File: src/rtl/rv_insn_encoder.sv
// rtl/rv_insn_encoder.sv - RV32 R/I/U field packer with LI expansion and sequential word addressing
module rv_insn_encoder #(
    parameter int          ADDR_W     = 12,
    parameter int unsigned RESET_ADDR = 0
) (
    input  logic              clk,
    input  logic              rst,
    input  logic              req_valid,
    output logic              req_ready,
    input  logic [1:0]        req_fmt,
    input  logic [6:0]        req_opcode,
    input  logic [4:0]        req_rd,
    input  logic [4:0]        req_rs1,
    input  logic [4:0]        req_rs2,
    input  logic [2:0]        req_func3,
    input  logic [6:0]        req_func7,
    input  logic [31:0]       req_imm,
    output logic              out_valid,
    input  logic              out_ready,
    output logic [31:0]       out_word,
    output logic [ADDR_W-1:0] out_addr,
    output logic              err
);

    localparam logic [1:0] FMT_R  = 2'd0;
    localparam logic [1:0] FMT_I  = 2'd1;
    localparam logic [1:0] FMT_U  = 2'd2;

    localparam logic [6:0] OP_IMM = 7'h13;
    localparam logic [6:0] OP_LUI = 7'h37;

    localparam logic [ADDR_W-1:0] RST_ADDR = ADDR_W'(RESET_ADDR);
    localparam logic [ADDR_W-1:0] WORD_INC = ADDR_W'(4);

    typedef enum logic [0:0] {
        S_IDLE = 1'b0,
        S_LI2  = 1'b1
    } state_t;

    state_t      state;
    logic [4:0]  li_rd;
    logic [11:0] li_lo;

    logic        accept;
    logic        consume;
    logic [31:0] enc_word;
    logic        imm_err;
    logic        go_li2;
    logic        li_fits;
    logic [19:0] li_hi;

    assign req_ready = !rst && (state == S_IDLE) && (!out_valid || out_ready);
    assign accept    = req_valid && req_ready;
    assign consume   = out_valid && out_ready;

    // LI fits a single ADDI when bits [31:11] are a pure sign extension
    assign li_fits = (&req_imm[31:11]) || !(|req_imm[31:11]);
    // (imm + 0x800) >> 12 without a 32-bit adder: the +0x800 only carries out of bit 11
    assign li_hi   = req_imm[31:12] + {19'd0, req_imm[11]};

    // Encode the request into the word loaded on accept; flag out-of-range immediates
    always_comb begin
        enc_word = '0;
        imm_err  = 1'b0;
        go_li2   = 1'b0;
        case (req_fmt)
            FMT_R: begin
                enc_word = {req_func7, req_rs2, req_rs1, req_func3, req_rd, req_opcode};
            end
            FMT_I: begin
                enc_word = {req_imm[11:0], req_rs1, req_func3, req_rd, req_opcode};
                imm_err  = !li_fits;
            end
            FMT_U: begin
                enc_word = {req_imm[19:0], req_rd, req_opcode};
                imm_err  = |req_imm[31:20];
            end
            default: begin
                if (li_fits) begin
                    enc_word = {req_imm[11:0], 5'd0, 3'b000, req_rd, OP_IMM};
                end else begin
                    enc_word = {li_hi, req_rd, OP_LUI};
                    go_li2   = |req_imm[11:0];
                end
            end
        endcase
    end

    // Output register, word address, LI second-half sequencing and sticky error
    always_ff @(posedge clk) begin
        if (rst) begin
            state     <= S_IDLE;
            out_valid <= 1'b0;
            out_word  <= '0;
            out_addr  <= RST_ADDR;
            err       <= 1'b0;
            li_rd     <= '0;
            li_lo     <= '0;
        end else begin
            if (consume) begin
                out_addr <= out_addr + WORD_INC;
            end
            case (state)
                S_IDLE: begin
                    if (accept) begin
                        out_valid <= 1'b1;
                        out_word  <= enc_word;
                        if (imm_err) begin
                            err <= 1'b1;
                        end
                        if (go_li2) begin
                            state <= S_LI2;
                            li_rd <= req_rd;
                            li_lo <= req_imm[11:0];
                        end
                    end else if (consume) begin
                        out_valid <= 1'b0;
                    end
                end
                S_LI2: begin
                    // LUI is pending in the output register; swap in the ADDI as it leaves
                    if (consume) begin
                        out_word <= {li_lo, li_rd, 3'b000, li_rd, OP_IMM};
                        state    <= S_IDLE;
                    end
                end
                default: begin
                    state <= S_IDLE;
                end
            endcase
        end
    end

endmodule
File: config.mk
export PLATFORM = sky130hd
export DESIGN_NAME = rv_insn_encoder
export DESIGN_NICKNAME = d
export VERILOG_FILES = /design/src/rtl/rv_insn_encoder.sv
export SDC_FILE = /design/constraint.sdc
export NUM_CORES = 1
export LEC_CHECK = 0
export ABC_AREA = 1
export BUFFER_PORTS_ARGS = -buffer_cell sky130_fd_sc_hd__buf_2
export CORE_ASPECT_RATIO = 1.25
export CORE_UTILIZATION = 50
export CTS_CLUSTER_SIZE = 14
export DETAILED_ROUTE_END_ITERATION = 10
export PLACE_DENSITY = 0.77
export SLEW_MARGIN = 20
export SYNTH_ARGS = -nofsm -noshare
export SYNTH_HDL_FRONTEND = slang
export SYNTH_SLANG_ARGS = --single-unit
File: constraint.sdc
create_clock -name clk -period 1.8 [get_ports clk]
set_input_delay 0.18 -clock clk [delete_from_list [all_inputs] [get_ports clk]]
set_output_delay 0.18 -clock clk [all_outputs]
set_load 0.01 [all_outputs]
; Word level (Yosys, flattened, before mapping)
; Cells that the tools add are included.
[totals]
reg_bits = 64
[op_classes]
add_sub_neg = 2
eq_ne = 4
n_mux = 14
bitwise_logic = 1
reduce_logical = 21
[op_table]
columns = op, n
row1 = $mux W32, 3
row2 = $pmux W32 S3, 1
row3 = $pmux W32 S2, 1
row4 = $reduce_or A12 Y1, 2
row5 = $reduce_and A21 Y1, 1
row6 = $reduce_or A21 Y1, 1
row7 = $add A20 B1 Y20, 1
row8 = $add A12 B3 Y12 const B, 1
row9 = $mux W1, 7
row10 = $reduce_and A3 Y1, 2
row11 = $logic_and A1 B1 Y1, 4
row12 = $logic_not A1 Y1, 4
row13 = $pmux W1 S2, 2
row14 = $reduce_and A2 Y1, 2
row15 = $reduce_or A3 Y1, 1
row16 = $eq A2 B1 Y1 const B, 1
row17 = $eq A2 B2 Y1 const B, 1
row18 = $logic_not A2 Y1, 1
row19 = $logic_or A1 B1 Y1, 2
row20 = $ne A2 B1 Y1 const B, 1
row21 = $ne A2 B2 Y1 const B, 1
row22 = $reduce_bool A2 Y1, 1
row23 = $not A1 Y1, 1

; Logic depth before layout (Yosys ltp)
; Gate-level depths: netlist of run 1.
[logic_depth]
depth_word = 8
mapped_depth = 12
mapped_depth_nobuf = 12

; Least setup slack after synthesis of run 1
; No wires, ideal clock.
[synth_timing]
path_kind = flip-flop to flip-flop
start = reg out_addr[3]
end = reg out_addr[10]
setup_ps = 115
t_arrival_ps = 1449
slack_ps = 236
path_stages_with_launch = 10
n_path_buf = 0
synth_period_minus_slack_ps = 1564
path_cell_list = dfxtp_1 -> ha_1 -> inv_1 -> nor3_1 -> nand3_1 -> nor2_1 -> nand2_1 -> nor2_1 -> a21oi_1 -> o21a_1
[synth_via]
elab_chain_len = 1
[synth_lines]
columns = element, line_no
row1 = from (decl), 21  ; output logic [ADDR_W-1:0] out_addr,
row2 = from (signal assigned), 101  ; out_addr <= out_addr + WORD_INC;
row3 = $add A12 B3 Y12, 101
; No other way between the ends.
; A chain may end at the register's enable or synchronous reset.

; Worst setup path after layout of run 1
[layout_timing]
start = reg out_valid
end = reg li_lo[11]
[layout_via]
elab_chain_len = 5
[layout_lines]
columns = element, line_no
row1 = from (decl), 18  ; output logic out_valid,
row2 = from (signal assigned), 93  ; out_valid <= 1'b0;
row3 = from (signal assigned), 106  ; out_valid <= 1'b1;
row4 = from (signal assigned), 117  ; out_valid <= 1'b0;
row5 = $logic_not A1 Y1, 52  ; assign req_ready = !rst && (state == S_IDLE) && (!out_valid || out_ready);
row6 = $logic_or A1 B1 Y1, 52
row7 = $logic_and A1 B1 Y1, 52
row8 = $logic_and A1 B1 Y1, 53  ; assign accept = req_valid && req_ready;
row9 = $reduce_and A3 Y1 (no source line), --
row10 = to (signal assigned), 114  ; li_lo <= req_imm[11:0];
row11 = to (decl), 42  ; logic [11:0] li_lo;
; No other way between the ends.

==> results of run 1 <==
power groups by stage:
stage | logic, mW | registers (mW) | clock network, mW
after floorplan | 0.386 | 1.52 | 0
after global placement | 0.719 | 1.50 | 0
after detailed placement | 0.729 | 1.50 | 0
after CTS | 0.733 | 1.47 | 1.42
after global routing | 0.820 | 1.48 | 1.49
final | 0.740 | 1.47 | 1.41
per-stage QoR:
| stage | setup slack [ns] | area (sq um) | total power [mW] | instances |
|---|---|---|---|---|
| after floorplan | 0.236 | 4030 | 1.91 | 607 |
| after global placement | 0.0588 | 4810 | 2.22 | 815 |
| after detailed placement | 0.00306 | 4810 | 2.23 | 815 |
| after CTS | 0.145 | 5040 | 3.63 | 831 |
| after global routing | 0.00859 | 5040 | 3.79 | 831 |
| final | 0.130 | 5040 | 3.62 | 831 |
Yosys cell counts (2+ instances only):
cell type	number
ha_1	9
nor2_1	53
buf_2	8
xor2_1	8
o21ai_0	35
inv_2	5
nand2_4	2
clkbuf_1	18
o2111ai_1	2
buf_4	3
a21oi_2	18
nand4_1	7
nand3_1	49
nor2_4	2
nand2_2	5
buf_6	2
o21ai_1	12
dfxtp_1	62
a22oi_1	3
nand3_2	10
a21oi_1	54
inv_1	62
a31oi_1	11
nand2_1	137
o211ai_1	14
nor3_1	5
cell usage in the layout, fill, tap and decap left out, types with 3 or more instances in the layout:
master      n
a21oi_1    54
a21oi_2    18
a22oi_1     3
a31oi_1    11
buf_12      3
buf_2     114
buf_4      28
clkbuf_8   10
dfxtp_1    62
ha_1        9
inv_1      62
inv_2       5
nand2_1   137
nand2_2     5
nand3_1    49
nand3_2    10
nand4_1     7
nor2_1     53
nor3_1      5
o211ai_1   14
o21ai_0    35
o21ai_1    12
xor2_1      8
final timing paths:
path / from / endpoint / slack [ns]
setup / recovery: out_valid / li_lo[11] / 0.13
hold / removal: req_opcode[6] / out_word[6] / 0.12
setup reg to reg: out_valid / li_lo[11] / 0.13
hold reg to reg: li_lo[1] / li_lo[1] / 0.45
sequential cells by signal, indices dropped and copies added (netlist names):
register / cells
err: 1
out_addr: 10
li_rd: 5
out_valid: 1
state: 1
out_word: 32
li_lo: 12
worst reg2reg max path, cell delays in order (launching register included):
cell and delay, ns:
dfxtp_1 0.34, a211oi_2 0.27, nand2_2 0.15, inv_2 0.12, nand4_4 0.23, buf_12 0.24, o21ai_1 0.17, a21oi_2 0.04
layer usage:
metal	track usage [%]	vias up	part of all wire, %
met4	18.8	0	4.5
met2	54.8	184	49
met5	0	-	0
li1	-	2254	-
met1	36.2	2039	41
met3	4.64	37	5.2
cells by family after synthesis:
logic type	count (synthesis)	share of synthesized area, %
AOI/OAI and AO/OA	153	22.7
xor gates and xnor gates	8	1.74
adders and majority gates	9	2.80
buffers and inverters	100	10.7
DFF	62	30.9
other	1	0.0932
and+or+nand+nor	273	31.1
final cells by class:
class / count / area [sq um] / area share, %
Tap cell: 95 / 119 / 2.36
Clock inverter: 6 / 92.6 / 1.84
Timing Repair Buffer: 145 / 841 / 16.7
Clock buffer: 10 / 138 / 2.73
Multi-Input combinational cell: 445 / 2360 / 46.7
Inverter: 68 / 256 / 5.09
Sequential cell: 62 / 1240 / 24.6
==> results.md, run 1 <==
- Status: finished clean
- Synth unique cells: 36
- Post-synth EDFFs: 0
- Power Dens Cells: 718 nW/um^2
- Setup-failing EPs final: 0
- Pins Over Slew Limit: 0
- Synth Instances: 606
- ANT cells: 0
- Ports: 117
- CTS sink cnt: 62
- Register area share after synthesis: 30.9%
- Reg2reg path depth: 7
- Net switching power figure: 1.07 mW
- CP Buf/Inv Count: 2
- Final Skew: 0.00844 ns
- #FFs+latches synth: 62
- Hold slack: 0.120 ns
- Clock latency on the worst-skew pair: 0.33 ns
- All-Layer GR Usage: 31.6%
- Routed Antenna Nets: 0
- Routability-driven placement congestion ratio: 1.00
- First-pass GRT wire length: 20000 microns
- Period minus WS final: 1.67 ns
- Post-DP HPWL: 10100 microns
- Fillers: 744
- Share of post-route cells with drive strength above 1: 28.3%
- H-tree lvl count: 3
- Setup crit start kind: register
- Peak VDD IR: 0.000520 V
- Period utilisation layout: 92.8%
- Hold_buf cts: 0
- Leak: 2.31 nW
- Crit end category: register
- Stages on worst setup path: 7
- Postcts setup bufs: 0
- Share of total power in combinational logic: 20.4%
- Seq pwr share: 40.7%
- Main synth FF type: dfxtp_1
- CTS clk-pin slew, worst paths: 0.07 ns
- Chip Width: 82.2 microns
- Synth-to-Final Area Change: 25.4%
- Fin. Hold Viols: 0
- Clk network pwr share: 38.9%
- Synth area leaders: dfxtp_1 (31%), nand2_1 (13%), a21oi_1 (6.7%)
- Largest net degree at the start of global routing: 40
- Share of Yosys cell area claimed by the top area cell type: 30.9%
- CP max stage cell: dfxtp_1
- Switch share: 29.7%
- Antenna violations before repair: 0
- Final core utilization: 64.7%
- # port buffers: 114
- Delay-heaviest family, CP: compound AO/OA/AOI/OAI gates
- P_int: 2.55 mW
- Total Routed Length: 12600 microns
- Setup TNS: 0 ns
- Cell Area, Synth: 4020 sq um
- DRT iter0 DRCs: 237
- Worst EP arrival: 1.89 ns
- Vias: 4514
- Die H: 102 microns
- Vias per inst: 5.43
- CP required: 2.02 ns
- TritonCTS clock tree: done
- Pre-antenna DRT Iters: 5
- Root Buffer: clkbuf_8
- Synth area leader: dfxtp_1
- Crit Path Max Fanout: 16
- Crit Path Class: register to register
- Max Clk Rate: 599 MHz
- Worst hold path depth: 3
- Initial Utilization: 51.6%
- Vias in the first global route: 4224
- Die area: 8410 sq um
- Syn_area_per_cell: 6.64 sq um
- Post-synth ARST share: 0%
- Core Footprint: 7790 sq um
- Cell row count: 36
- Number of CTS-inserted buffers: 9
- RSZ-0062 raised after global routing: no
- CTS max path bufs: 2
- Yosys warns: 0
- Number of remaining DRC errors: 0
- Routed WL per cell: 15.2 microns
- CTS resizes: 0
- CP Cell Sequence: a211oi_2 -> nand2_2 -> inv_2 -> nand4_4 -> buf_12 -> o21ai_1 -> a21oi_2
- Overflow after GRT: 0
- Worst min path class: primary input to register
- Maxcap violations: 0
- Fin nets: 810
- CP max stage delay: 0.34 ns
No activity file was read; power rests on OpenSTA's default activity.
==> inputs of run 2 (changes only) <==
Settings changed: BUFFER_PORTS_ARGS -buffer_cell sky130_fd_sc_hd__buf_2 to -buffer_cell sky130_fd_sc_hd__buf_4.
==> run 2 against run 1 <==
  * Total power decreased by 4.0%
  * Sequential cell count is the same
  * Global-route usage grew 0.86 points
  * First-iteration DRC count up 19%
  * Utilization rose by 2.7 points
  * Via count rose by 0.11%
  * Largest power group unchanged
==> results.md, run 2 (synthesis results as in run 1) <==
- Crit Path Max Fanout: 15 (was 16)
- Overflow after GRT: 0 (unchanged)
- Period minus WS final: 1.68 ns (was 1.67 ns)
- CTS sink cnt: 62 (unchanged)
- Regs by FF count: out_word x32, li_lo x12, out_addr x10 (unchanged)
- Synth-to-Final Area Change: 30.6% (was 25.4%)
- Hold_buf cts: 0 (unchanged)
- Fin nets: 806 (was 810)
- Routability-driven placement congestion ratio: 0.938 (was 1.00)
- Root Buffer: clkbuf_8 (unchanged)
- Worst EP arrival: 1.89 ns (about the same)
- DRT iter0 DRCs: 282 (was 237)
- Register with the most flip-flops: out_word (unchanged)
- Vias: 4519 (was 4514)
- Peak VDD IR: 0.000487 V (was 0.000520 V)
- Cell row count: 36 (unchanged)
- Pre-antenna DRT Iters: 5 (unchanged)
- ANT cells: 0 (unchanged)
- # port buffers: 114 (unchanged)
- Pins Over Slew Limit: 0 (unchanged)
- Setup crit start kind: register (unchanged)
- TritonCTS clock tree: done (unchanged)
- Crit end category: register (unchanged)
- Final Skew: 0.00864 ns (was 0.00844 ns)
- Initial Utilization: 51.6% (unchanged)
- Clock latency on the worst-skew pair: 0.34 ns (was 0.33 ns)
- Max reg flops: 32 (unchanged)
- Share of post-route cells with drive strength above 1: 27.9% (was 28.3%)
- CP required: 2.01 ns (was 2.02 ns)
- Total Routed Length: 13300 microns (was 12600 microns)
- H-tree lvl count: 3 (unchanged)
- Area after DPL: 5050 sq um (was 4810 sq um)
- Hold slack: 0.123 ns (was 0.120 ns)
- Setup-failing EPs final: 0 (unchanged)
- Maxcap violations: 0 (unchanged)
- Crit Path Class: register to register (unchanged)
- Largest net degree at the start of global routing: 35 (was 40)
- First-pass GRT wire length: 20400 microns (was 20000 microns)
- Die area: 8410 sq um (unchanged)
- Chip Width: 82.2 microns (unchanged)
- Routed WL per cell: 16.1 microns (was 15.2 microns)
- All-Layer GR Usage: 32.5% (was 31.6%)
- Period utilisation layout: 93.5% (was 92.8%)
- Max Clk Rate: 594 MHz (was 599 MHz)
- Antenna violations before repair: 0 (unchanged)
- Power Dens Cells: 661 nW/um^2 (was 718 nW/um^2)
- Commonest non-fill, non-tap cell in the layout: buf_4 (was nand2_1)
- Fin. Hold Viols: 0 (unchanged)
- Status: finished clean (unchanged)
- Number of CTS-inserted buffers: 9 (unchanged)
- Die H: 102 microns (unchanged)
- Number of remaining DRC errors: 0 (unchanged)
- Routed Antenna Nets: 0 (unchanged)
- Ports: 117 (unchanged)
- CTS max path bufs: 2 (unchanged)
- Post-DP HPWL: 10500 microns (was 10100 microns)
- Most frequent cells in the layout: buf_4 (139), nand2_1 (137), dfxtp_1 (62), inv_1 (61), a21oi_1 (54) (was nand2_1 (137), buf_2 (114), inv_1 (62), dfxtp_1 (62), a21oi_1 (54))
- Final std cell area, no fill: 5250 sq um (was 5040 sq um)
- Leak: 2.33 nW (was 2.31 nW)
- CTS clk-pin slew, worst paths: 0.06 ns (was 0.07 ns)
- Vias in the first global route: 4207 (was 4224)
- Total chip power: 3.47 mW (was 3.62 mW)
- Setup TNS: 0 ns (unchanged)
- Vias per inst: 5.47 (was 5.43)
- Core Footprint: 7790 sq um (unchanged)
- Worst min path class: primary input to register (unchanged)
==> run 2: area by class of cell <==
type	instances	area [sq um]
clock inverter	4	47.5
sequential	62	1240
timing repair buffer	141	1080
multi-input combinational	445	2360
fill	724	2540
tap	95	119
inverter	68	260
clock buffer	11	141
==> run 2: routing by layer <==
metal	part of all wire, %	track usage, %	up-vias
met4	3.5	15.4	0
met3	4.7	4.29	36
li1	-	-	2255
met2	51	57.8	161
met5	0	0	-
met1	41	37.8	2067
==> run 2: path summary, 6_finish.rpt <==
check                startpoint      endpoint  slack (ns)  depth (start not counted)
hold / removal    req_opcode[3]   out_word[3]        0.12                          3
setup / recovery      out_valid  out_word[18]        0.12                          7
setup reg to reg      out_valid  out_word[18]        0.12                          7
hold reg to reg        li_rd[3]      li_rd[3]        0.46                          2
==> run 2: metrics by stage <==
step	std cells	worst slack (ns)	utilization [%]
floorplan	607	0.236	-
global route	826	-0.0135	67.4
detailed placement	810	-0.0163	64.8
global placement	810	-0.000541	64.8
finish	826	0.118	67.4
CTS	825	0.0809	67.2
==> run 2: repair_timing <==
item,4_1_cts,5_1_grt
endpoints found under the setup margin,0,4
resized for setup,0,2
setup buffers,0,1
==> run 2: critical path, cell delays in order, from the launching register on <==
cell and delay, ns:
dfxtp_1 0.34, a211oi_2 0.27, nand2_2 0.15, nand2_1 0.31, clkinvlp_4 0.13, buf_4 0.20
nand2_1 0.07, a31oi_1 0.08
==> run 2: report_power, final <==
group / switching, mW / internal, mW / total, mW
sequential: 0.0364 / 1.44 / 1.48
clock: 0.521 / 0.665 / 1.19
combinational: 0.464 / 0.347 / 0.812
total: 1.02 / 2.45 / 3.47
